===== src/rtl/display_register_shadow_pkg.sv =====
// Shared definitions for the display register shadow block and the
// display_controller it feeds.
//   - sprite register index constants (SPRITE0_X .. SPRITE1_ENABLE)
//   - commit FSM state type
//   - slot_width helper: index width needed to address N shadow slots
package display_register_shadow_pkg;

  localparam logic [6:0] SPRITE0_X      = 7'd2;
  localparam logic [6:0] SPRITE0_Y      = 7'd3;
  localparam logic [6:0] SPRITE0_TILE   = 7'd4;
  localparam logic [6:0] SPRITE0_ENABLE = 7'd5;
  localparam logic [6:0] SPRITE1_X      = 7'd6;
  localparam logic [6:0] SPRITE1_Y      = 7'd7;
  localparam logic [6:0] SPRITE1_TILE   = 7'd8;
  localparam logic [6:0] SPRITE1_ENABLE = 7'd9;

  // Encodings kept identical to the legacy localparam values.
  typedef enum logic [0:0] {
    IDLE   = 1'b0,
    COMMIT = 1'b1
  } commit_state_t;

  function automatic int slot_width(input int n);
    return (n > 1) ? $clog2(n) : 1;
  endfunction

endpackage


===== src/rtl/display_register_shadow_regfile.sv =====
// shadow_regfile: NUM_SHADOW x DATA_WIDTH shadow storage with one dirty bit
// per slot.
//   clk, reset          clock, synchronous active-high reset (clears all)
//   wr_en/wr_slot/wr_data   CPU write port: stores data and sets dirty
//   clr_en/clr_slot     clears the dirty bit of a committed slot
//   rd_slot             combinational read address
//   rd_data/rd_dirty    value and dirty flag at rd_slot (pre-write contents)
module shadow_regfile
  import display_register_shadow_pkg::*;
#(
  parameter int NUM_SHADOW = 8,
  parameter int DATA_WIDTH = 16,
  parameter int SLOT_W     = slot_width(NUM_SHADOW)
) (
  input  logic                  clk,
  input  logic                  reset,
  input  logic                  wr_en,
  input  logic [SLOT_W-1:0]     wr_slot,
  input  logic [DATA_WIDTH-1:0] wr_data,
  input  logic                  clr_en,
  input  logic [SLOT_W-1:0]     clr_slot,
  input  logic [SLOT_W-1:0]     rd_slot,
  output logic [DATA_WIDTH-1:0] rd_data,
  output logic                  rd_dirty
);

  logic [DATA_WIDTH-1:0] mem [NUM_SHADOW];
  logic [NUM_SHADOW-1:0] dirty;

  always_ff @(posedge clk) begin
    if (reset) begin
      for (int unsigned i = 0; i < NUM_SHADOW; i++) begin
        mem[i] <= '0;
      end
      dirty <= '0;
    end else begin
      if (clr_en) begin
        dirty[clr_slot] <= 1'b0;
      end
      // Write is applied after the clear so a same-slot collision keeps
      // the new value pending for the next vblank.
      if (wr_en) begin
        mem[wr_slot]   <= wr_data;
        dirty[wr_slot] <= 1'b1;
      end
    end
  end

  always_comb begin
    rd_data  = mem[rd_slot];
    rd_dirty = dirty[rd_slot];
  end

endmodule


===== src/rtl/display_register_shadow.sv =====
// display_register_shadow: double-buffers CPU writes to the sprite registers
// of display_controller so they land atomically at the start of vblank.
// Non-shadowed indices pass straight through with one cycle of latency.
//   clk, reset               clock, synchronous active-high reset
//   cpu_write_i/index/value  CPU register write
//   in_vblank_i              display_controller in_vblank
//   register_write_o/index_o/write_value_o   registered write to the controller
//   commit_busy_o            high while the commit scan runs
//   frame_count_o            count of vblank rising edges (wraps at 16 bits)
module display_register_shadow
  import display_register_shadow_pkg::*;
#(
  parameter int BASE_INDEX  = int'(SPRITE0_X),
  parameter int NUM_SHADOW  = 8,
  parameter int INDEX_WIDTH = 7,
  parameter int DATA_WIDTH  = 16
) (
  input  logic                   clk,
  input  logic                   reset,
  input  logic                   cpu_write_i,
  input  logic [INDEX_WIDTH-1:0] cpu_index_i,
  input  logic [DATA_WIDTH-1:0]  cpu_value_i,
  input  logic                   in_vblank_i,
  output logic                   register_write_o,
  output logic [INDEX_WIDTH-1:0] register_index_o,
  output logic [DATA_WIDTH-1:0]  register_write_value_o,
  output logic                   commit_busy_o,
  output logic [15:0]            frame_count_o
);

  localparam int SLOT_W = slot_width(NUM_SHADOW);

  commit_state_t         state;
  logic [SLOT_W-1:0]     slot;
  logic                  vblank_prev;

  logic                  rise;
  logic                  in_range;
  logic [SLOT_W-1:0]     cpu_slot;
  logic                  shadow_wr;
  logic                  pass_wr;
  logic                  commit_go;
  logic                  commit_emit;
  logic [DATA_WIDTH-1:0] rd_data;
  logic                  rd_dirty;

  always_comb begin
    rise      = in_vblank_i & ~vblank_prev;
    in_range  = (cpu_index_i >= INDEX_WIDTH'(BASE_INDEX)) &&
                (cpu_index_i <  INDEX_WIDTH'(BASE_INDEX + NUM_SHADOW));
    cpu_slot  = SLOT_W'(cpu_index_i - INDEX_WIDTH'(BASE_INDEX));
    shadow_wr = cpu_write_i & in_range;
    pass_wr   = cpu_write_i & ~in_range;
    // A pass-through write owns the output register; the scan holds its slot.
    commit_go   = (state == COMMIT) & ~pass_wr;
    commit_emit = commit_go & rd_dirty;
    commit_busy_o = (state == COMMIT);
  end

  shadow_regfile #(
    .NUM_SHADOW (NUM_SHADOW),
    .DATA_WIDTH (DATA_WIDTH),
    .SLOT_W     (SLOT_W)
  ) u_regfile (
    .clk      (clk),
    .reset    (reset),
    .wr_en    (shadow_wr),
    .wr_slot  (cpu_slot),
    .wr_data  (cpu_value_i),
    .clr_en   (commit_emit),
    .clr_slot (slot),
    .rd_slot  (slot),
    .rd_data  (rd_data),
    .rd_dirty (rd_dirty)
  );

  always_ff @(posedge clk) begin
    if (reset) begin
      state                  <= IDLE;
      slot                   <= '0;
      vblank_prev            <= 1'b0;
      frame_count_o          <= '0;
      register_write_o       <= 1'b0;
      register_index_o       <= '0;
      register_write_value_o <= '0;
    end else begin
      vblank_prev <= in_vblank_i;
      if (rise) begin
        frame_count_o <= frame_count_o + 16'd1;
      end

      register_write_o <= pass_wr | commit_emit;
      if (pass_wr) begin
        register_index_o       <= cpu_index_i;
        register_write_value_o <= cpu_value_i;
      end else if (commit_emit) begin
        register_index_o       <= INDEX_WIDTH'(BASE_INDEX) + INDEX_WIDTH'(slot);
        register_write_value_o <= rd_data;
      end

      case (state)
        IDLE: begin
          if (rise) begin
            state <= COMMIT;
            slot  <= '0;
          end
        end
        COMMIT: begin
          if (commit_go) begin
            if (slot == SLOT_W'(NUM_SHADOW - 1)) begin
              state <= IDLE;
              slot  <= '0;
            end else begin
              slot <= slot + 1'b1;
            end
          end
        end
        default: begin
          state <= IDLE;
          slot  <= '0;
        end
      endcase
    end
  end

endmodule


===== config.mk =====
export PLATFORM = sky130hd
export DESIGN_NAME = display_register_shadow
export DESIGN_NICKNAME = d
export VERILOG_FILES = /design/src/rtl/display_register_shadow_pkg.sv /design/src/rtl/display_register_shadow_regfile.sv /design/src/rtl/display_register_shadow.sv
export SDC_FILE = /design/constraint.sdc
export NUM_CORES = 1
export LEC_CHECK = 0
export ABC_CLOCK_PERIOD_IN_PS = 2100
export CAP_MARGIN = 20
export CORE_UTILIZATION = 42
export CTS_BUF_LIST = sky130_fd_sc_hd__clkbuf_4
export CTS_CLUSTER_DIAMETER = 120
export DETAILED_ROUTE_END_ITERATION = 12
export MAX_ROUTING_LAYER = met4
export PLACE_DENSITY = 0.74
export SKIP_CTS_REPAIR_TIMING = 1
export SLEW_MARGIN = 30
export SYNTH_ARGS = -nofsm -noshare
export SYNTH_HDL_FRONTEND = slang
export SYNTH_SLANG_ARGS = --single-unit

===== constraint.sdc =====
create_clock -name clk -period 2.1 [get_ports clk]
set_clock_uncertainty 0.1 [all_clocks]
set_input_delay 0.21 -clock clk [delete_from_list [all_inputs] [get_ports clk]]
set_output_delay 0.21 -clock clk [all_outputs]
set_load 0.05 [all_outputs]

==> results.cfg, run 1 <==
[synth]
yosysSeqAreaShare = 0.593
ys_ff_latch = 184
syn_area_mm2 = 0.00837
synth_nets = 647
netlist_top_cells_count = and2_1, edfxtp_1, dfxtp_1
netlist_instances = 613
ys_warn_count = 0
avgSynthCellArea_um2 = 13.7
ys_async_sr_fraction = 0
yosys-top-cells-area = edfxtp_1, dfxtp_1, and2_1, mux4_2, mux2i_1
synth.largest_area_cell = edfxtp_1
ys.flop_type = edfxtp_1
synth_edf_count = 128
synth_top_area_frac = 0.459
synth.distinct_cells = 55

[timing]
finalWorstSetupSlack_ns = 0.0697
holdWs_ns = 0.168
finalCriticalPeriod_ns = 2.03
rsz0062_at_grt = false
drv_slew = 0
final-hold-violation-count = 0
finalCritPeriodShare = 0.967
max_freq_mhz = 493
tightest_slew_ns = 0.528
setup_viol = 0
slew_headroom = 0.648

[global_route]
grt_use_total = 0.209
grt_overflow = 0
grt_pass1_vias = 5666
antenna_found_initial = 0
grt_pass1_wl_mm = 30.6
grt_max_degree = 34

[pwr]
p_comb_frac = 0.116
clkPwrFrac = 0.263
ir_drop_mv = 0.335
power.internal_w = 0.00486
swShare = 0.263
power_leakage_nw = 4.08
powerDensity_mw_per_mm2 = 651
p_sw_w = 0.00173
seq_power_share = 0.621

[clock_tree]
clk_latency_ns = 0.57
cts_tree = built
cts_buffers = 17
cts_max_path_buffers = 2
path_clk_slew_ns = 0.15
clock-sinks = 184
root_buffer = clkbuf_4
htreeDepth = 4

[setup_path]
crit_required_ns = 1.79
path_max_fanout = 1
r2r_slack_ns = 0.12
path_class = reg2out
cp.arrival_ns = 1.72
cp-end-kind = primary output
crit_slowest_cell = clkdlybuf4s50_1
critPathTopFamily = buffers and inverters
crit_buf_inv = 1
cp_num_cells = 1
cpPeakStageDelay_ns = 0.81
cp_cell_sequence = clkdlybuf4s50_1
r2r_cells = 4
r2r-start = slot[1]$_SDFFE_PP0P_
setup.worst_path.start = register_write_o$_SDFF_PP0_
startpoint_type = flip-flop

[die]
die_x_um = 143
die_h_um = 143
rows = 51
core_mm2 = 0.0195
die_area_mm2 = 0.0205
pin_count = 68
initial_core_util = 0.429

[detailed_routing]
wl_mm = 19.7
via_per_inst = 5.47
wl_per_cell_um = 19.7
drtIter0Drc = 360
drtPass1Iterations = 7
drcViolationCount = 0
vias = 5476
detail-route-antenna-nets = 0

[outcome]
status = complete, no violations

[cells_and_area]
antennaDiodeCount = 0
fin_nets = 758
synthToLayoutAreaGrowth_pct = 21.2
drive_gt1_frac = 0.208
utilization = 0.519
fin_cells = 1002

[worst_hold_path]
min_path_cells = 2
min_path_type = in2reg
hold_start = in_vblank_i

[placement]
placed_cells = 970
hpwl_mm = 12.8
gp_congestion = 0.816
pre_cts_ws_ns = -0.352
io_buffers = 67

[flow_run]
drv_cap = 0
## per-layer routing
metal  vias to the layer above  track usage  share of wire
li1                       2508            -              -
met1                      2760        0.248           0.41
met2                       181        0.359           0.52
met3                        27       0.0406          0.052
met4                         0       0.0640          0.020
met5                         -            -              0
## layout by cell type, fill, tap and decap left out, drive strengths merged, types with 5 or more instances in the layout
cell type        n
or2              6
mux4            34
ha               7
dfxtp           56
buf             57
a21oi           14
nor3             6
and2           128
a31o             6
nor2b            5
mux2i           18
nor2            17
nand4            9
inv             30
a31oi            5
nand3           10
dlymetal6s2s    40
clkinv           9
clkbuf          19
nand2           27
clkdlybuf4s50   27
edfxtp         128
xor2             6
o221ai          16
o21ai            7
## area by class of cell
type	count	area, um2
Clock inverter	13	96.3
Tap cell	265	332
Clock buffer	19	143
Sequential cell	184	4970
Fill cell	1659	9380
Multi-Input combinational cell	369	3150
Timing Repair Buffer	124	1350
Inverter	28	105
## logic make-up after synthesis
kind of cell	after synthesis	synth area share
flip-flops	184	0.593
AND/OR/NAND/NOR	228	0.164
multiplexers	53	0.116
AO/OA/AOI/OAI	71	0.0743
XOR/XNOR	10	0.0105
buffers and inverters	60	0.0315
adder cells (fa/ha/maj)	7	0.0105
## power by group through the flow
stage / sequential [W] / combinational (W) / clock [W]
after detailed placement: 0.00418 / 0.000771 / 0
final: 0.00410 / 0.000764 / 0.00174
after global routing: 0.00411 / 0.000810 / 0.00191
after CTS: 0.00410 / 0.000774 / 0.00178
after global placement: 0.00417 / 0.000752 / 0
after floorplan: 0.00427 / 0.000316 / 0
## registers in the layout, indices dropped and copies added, names as in the netlist, named ones only
name	flops
commit_busy_o	1
frame_count_o	16
register_index_o	7
register_write_o	1
register_write_value_o	16
slot	3
u_regfile.dirty	8
u_regfile.mem	128
vblank_prev	1
## through the flow
| stage | total power, W | cell area, um2 | TNS, ns |
|---|---|---|---|
| 2_1_floorplan | 0.00459 | 8380 | 0 |
| 3_3_place_gp | 0.00492 | 9800 | -54.43 |
| 3_5_place_dp | 0.00495 | 9800 | -68.78 |
| 4_1_cts | 0.00665 | 10000 | -1.85 |
| 5_1_grt | 0.00683 | 10100 | 0 |
| 6_report | 0.00660 | 10100 | 0 |
## final timing paths
check	endpoint
worst max-delay path	register_write_o
worst min-delay path	vblank_prev$_SDFF_PP0_
worst max register to register	register_index_o[1]$_SDFFE_PP0P_
worst min register to register	register_index_o[5]$_SDFFE_PP0P_
Power figures use the tool's default switching activity.
==> run 2: changes to the inputs <==
Settings changed: CORE_MARGIN from default to 2.
==> run 2 against run 1 <==
  * Critical path depth is 3 higher
  * Global-route usage is 1.4 points lower
  * Non-clock buffer count is 3 higher
  * Largest power group unchanged
  * Worst hold slack worse by 0.017 ns
==> results.cfg, run 2 (synthesis results as in run 1) <==
[cells_and_area]
synthToLayoutAreaGrowth_pct = 22.5
multi_input_area_mm2 = 0.00315
layout_common_cells = and2_1, edfxtp_1, dfxtp_1
drive_gt1_frac = 0.211
fin_nets = 761
seq_area_mm2 = 0.00497
utilization = 0.525
antennaDiodeCount = 0
fin_cells = 1005
regMostFlops = u_regfile.mem
largest_register_ffs = 128
final.fill_count = 1636
reg.largest.list = u_regfile.mem x128, frame_count_o x16, register_write_value_o x16

[pwr]
swShare = 0.256
p_sw_w = 0.00180
total_power_w = 0.00702
powerDensity_mw_per_mm2 = 685
power.internal_w = 0.00522
p_comb_frac = 0.109
clkPwrFrac = 0.308
power_leakage_nw = 4.15
ir_drop_mv = 0.347
seq_power_share = 0.583

[clock_tree]
clk_latency_ns = 0.58
cts_tree = built
root_buffer = clkbuf_4
path_clk_slew_ns = 0.15
clock-sinks = 184
htreeDepth = 4
cts_buffers = 17
cts_max_path_buffers = 2

[setup_path]
r2r_cells = 4
r2r_end = register_index_o[1]$_SDFFE_PP0P_
path_max_fanout = 6
crit_slowest_cell = mux4_2
cp-end-kind = flip-flop
r2r_slack_ns = 0.09
path_class = reg2reg
setup.worst_path.start = slot[1]$_SDFFE_PP0P_
startpoint_type = flip-flop
crit_required_ns = 2.49
cpPeakStageDelay_ns = 0.59
cp-endpoint = register_index_o[1]$_SDFFE_PP0P_
r2r-start = slot[1]$_SDFFE_PP0P_
cp_cell_sequence = mux4_2, mux2_2, and4_1, a311o_1
cp.arrival_ns = 2.41

[timing]
finalCritPeriodShare = 0.959
tightest_slew_ns = 0.529
slew_headroom = 0.647
rsz0062_at_grt = false
holdWs_ns = 0.151
max_freq_mhz = 497
drv_slew = 0
final-hold-violation-count = 0
setup_viol = 0
finalCriticalPeriod_ns = 2.01

[detailed_routing]
drtPass1Iterations = 5
drtIter0Drc = 326
via_per_inst = 5.41
drcViolationCount = 0
detail-route-antenna-nets = 0
wl_per_cell_um = 19.3
wl_mm = 19.4
vias = 5441

[die]
rows = 51
core_mm2 = 0.0195
initial_core_util = 0.429
die_h_um = 145
die_x_um = 145
pin_count = 68
die_area_mm2 = 0.0211

[global_route]
grt_overflow = 0
grt_use_total = 0.195
antenna_found_initial = 0
grt_max_degree = 33
grt_pass1_wl_mm = 30.7
grt_pass1_vias = 5668

[placement]
hpwl_mm = 12.6
placed_cells = 973
gp_congestion = 0.849
io_buffers = 67

[flow_run]
drv_cap = 0

[outcome]
status = complete, no violations

[worst_hold_path]
min_path_type = in2reg
run 2: stage by stage:
stage	TNS, ns	setup WS [ns]	instance area (um2)
after detailed placement	-64.25	-0.358	9830
final	0	0.0862	10200
after floorplan	0	0.0139	8380
after global placement	-55.50	-0.328	9830
after global routing	0	0.0239	10200
after CTS	-3.01	-0.201	10100
run 2: worst min-delay path by stage:
stage                                                   to  slack (ns)  depth (start not counted)                              from
after floorplan           register_index_o[5]$_SDFFE_PP0P_        0.22                          2                    cpu_index_i[5]
after global placement    register_index_o[5]$_SDFFE_PP0P_        0.35                          2  register_index_o[5]$_SDFFE_PP0P_
after detailed placement  register_index_o[5]$_SDFFE_PP0P_        0.35                          2  register_index_o[5]$_SDFFE_PP0P_
after CTS                           vblank_prev$_SDFF_PP0_         0.1                          2                       in_vblank_i
after global routing                vblank_prev$_SDFF_PP0_        0.11                          2                       in_vblank_i
final                               vblank_prev$_SDFF_PP0_        0.15                          2                       in_vblank_i
run 2: cell type report:
cell class | instances | area share
flip-flops and latches | 184 | 0.485
clock buffers | 17 | 0.0125
multi-input cells | 369 | 0.307
well taps | 265 | 0.0324
clock inverters | 15 | 0.0187
repair buffers | 127 | 0.134
inverters | 28 | 0.0103
run 2: worst max-delay path, delay by kind of cell, from the launching register on:
| family | cells | cell delay (ns) |
|---|---|---|
| mux | 2 | 0.94 |
| compound gates | 1 | 0.27 |
| simple gates | 1 | 0.19 |
| flops | 1 | 0.44 |
run 2: metal layers:
layer	GRT usage	vias up	routed length (um)
met2	0.334	176	10100
met1	0.234	2722	8020
met4	0.0559	0	399
li1	-	2514	-
met5	-	-	0
met3	0.0421	29	957
run 2: power by group through the flow:
| stage | clock network [W] | registers [W] | logic (W) |
|---|---|---|---|
| after floorplan | 0 | 0.00427 | 0.000316 |
| after global placement | 0 | 0.00417 | 0.000757 |
| after detailed placement | 0 | 0.00418 | 0.000774 |
| after CTS | 0.00222 | 0.00409 | 0.000777 |
| after global routing | 0.00235 | 0.00411 | 0.000817 |
| final | 0.00216 | 0.00409 | 0.000768 |
==> run 3: changes to the inputs <==
Settings changed: PLACE_DENSITY 0.74 to default, SYNTH_HIERARCHICAL from default to 1.
==> run 3 against run 2 <==
  * Setup slack worse by 0.048 ns
  * Cell area is 3.4% higher
  * First-iteration DRC count is 22% higher
  * Synthesized area is 0.21% higher
  * Critical path type unchanged
  * Critical endpoint is now register_write_value_o[10]$_SDFFE_PP0P_
  * Core utilization is 1.8 points higher
  * Combinational power is 29% higher
  * Via count is 10% higher
  * Sequential power is 1% lower
==> results.cfg, run 3 <==
[outcome]
status = complete, no violations

[global_route]
grt_max_degree = 49
grtUsageMet1 = 0.275
grt_pass1_vias = 5871
busiest_layer = met2
grt_use_met2 = 0.335
grt_pass1_wl_mm = 33.1
antenna_found_initial = 1
grt_use_total = 0.209
grt_overflow = 0
grtUsageMet3 = 0.0403

[cells_and_area]
multi_input_area_mm2 = 0.00341
largest_register_ffs = 128
synthToLayoutAreaGrowth_pct = 26.4
fin_nets = 800
drive_gt1_frac = 0.252
layout_common_cells = nor3_1, edfxtp_1, buf_4
final_common_cell = nor3_1
reg.largest.list = u_regfile/mem x128, frame_count_o x16, register_write_value_o x16
seq_area_mm2 = 0.00491
fin_cells = 1047
regMostFlops = u_regfile/mem
utilization = 0.543
final.fill_count = 1639

[timing]
rsz0062_at_grt = true
final-hold-violation-count = 0
drv_slew = 0
finalWorstSetupSlack_ns = 0.0384
tightest_slew_ns = 0.602
max_freq_mhz = 485
holdWs_ns = 0.0116
slew_headroom = 0.599
finalCritPeriodShare = 0.982
setup_viol = 0
finalCriticalPeriod_ns = 2.06

[setup_path]
r2r_cells = 6
r2r-start = slot[0]$_SDFFE_PP0P_
path_max_fanout = 14
crit_required_ns = 2.48
cp-endpoint = register_write_value_o[10]$_SDFFE_PP0P_
path_class = reg2reg
startpoint_type = flip-flop
r2r_end = register_write_value_o[10]$_SDFFE_PP0P_
cp-end-kind = flip-flop
r2r_slack_ns = 0.04
setup.worst_path.start = slot[0]$_SDFFE_PP0P_
cp.arrival_ns = 2.44

[clock_tree]
clk_latency_ns = 0.59
cts_buffers = 17
htreeDepth = 4
path_clk_slew_ns = 0.16
clock-sinks = 181
cts_tree = built
root_buffer = clkbuf_4
cts_max_path_buffers = 2

[pwr]
powerDensity_mw_per_mm2 = 653
ir_drop_mv = 0.328
total_power_w = 0.00692
power_leakage_nw = 3.99

[detailed_routing]
drtIter0Drc = 397
wl_per_cell_um = 20.8
vias = 5995
wl_mm = 21.8
via_per_inst = 5.73
detail-route-antenna-nets = 0
drcViolationCount = 0
drtPass1Iterations = 5

[placement]
pre_cts_ws_ns = -0.706
hpwl_mm = 14.7
io_buffers = 67
placed_cells = 1006
gp_congestion = 0.817

[synth]
netlist_instances = 667
synth_nets = 699
synth_top_area_frac = 0.458
ys_ff_latch = 181
yosys-top-cells-area = edfxtp_1, dfxtp_1, nor3_1, mux4_1, mux4_2
syn_area_mm2 = 0.00839
ys_warn_count = 6
synth_edf_count = 128
avgSynthCellArea_um2 = 12.6
netlist_top_cells_count = nor3_1, edfxtp_1, dfxtp_1
synth.distinct_cells = 57
yosysSeqAreaShare = 0.585
ys_async_sr_fraction = 0
synth_most_common_cell = nor3_1
ys.flop_type = edfxtp_1
synth.largest_area_cell = edfxtp_1

[die]
initial_core_util = 0.429
rows = 51
die_area_mm2 = 0.0211
core_mm2 = 0.0195
pin_count = 68
die_x_um = 145
die_h_um = 145

[flow_run]
drv_cap = 0

[worst_hold_path]
min_path_type = in2reg
==> run 3: changes by cell type after synthesis, sizes merged, moves of 15 or more <==
cell	before	now
a311oi	4	20
and2	128	0
clkbuf	16	39
clkinv	1	17
mux2	1	18
mux2i	18	1
nor3	6	148
o221ai	16	1
==> run 3: worst min-delay path by stage <==
stage,start,endpoint,slack (ns),cells after the start
detailed placement,u_regfile/dirty[4]$_SDFF_PP0_,u_regfile/dirty[4]$_SDFF_PP0_,0.37,2
global placement,frame_count_o[15]$_SDFFE_PP0P_,frame_count_o[15]$_SDFFE_PP0P_,0.36,2
CTS,reset,register_write_value_o[6]$_SDFFE_PP0P_,-0.07,3
global route,cpu_index_i[2],register_index_o[2]$_SDFFE_PP0P_,0.001,5
finish,cpu_index_i[2],register_index_o[2]$_SDFFE_PP0P_,0.01,5
floorplan,in_vblank_i,vblank_prev$_SDFF_PP0_,0.24,1
==> run 3: metrics by stage <==
| step | TNS, ns | area, um2 |
|---|---|---|
| 3_3_place_gp | -136.34 | 9880 |
| 6_report | 0 | 10600 |
| 4_1_cts | -5.28 | 10200 |
| 2_1_floorplan | -10.53 | 8580 |
| 3_5_place_dp | -141.61 | 9880 |
| 5_1_grt | -0.375 | 10600 |
==> run 3: layout make-up <==
cell class	instances	area share
clock inverters	15	0.0144
clock buffers	17	0.0120
well taps	265	0.0313
flip-flops and latches	181	0.463
inverters	34	0.0141
repair buffers	144	0.143
multi-input cells	390	0.322
diodes	1	0.000236
==> run 3: logic make-up after synthesis <==
family / count (synthesis) / synth area share
xor gates and xnor gates: 9 / 0.00940
AOI/OAI and AO/OA: 68 / 0.0616
DFF: 181 / 0.585
muxes: 53 / 0.127
adders and majority gates: 5 / 0.00746
and+or+nand+nor: 255 / 0.160
buffers and inverters: 96 / 0.0494
==> run 3: where the power goes <==
part | switching (W) | internal, W
Clock | 0.00126 | 0.000619
Sequential | 0.0000734 | 0.00398
Combinational | 0.000588 | 0.000399
Total | 0.00192 | 0.00500
==> run 3: critical path, cell delays in order (launching register included) <==
cell and delay, ns:
dfxtp_4 0.42, buf_4 0.17, buf_12 0.17, mux4_1 0.59, mux2_2 0.30, nand3_1 0.10
a311oi_2 0.11
==> run 3: routing by layer <==
layer | routed length (um) | vias up | part of all wire
met2 | 10600 | 161 | 0.49
met1 | 9760 | 2989 | 0.45
li1 | - | 2806 | -
met3 | 979 | 39 | 0.045
met4 | 488 | 0 | 0.022
met5 | 0 | - | 0
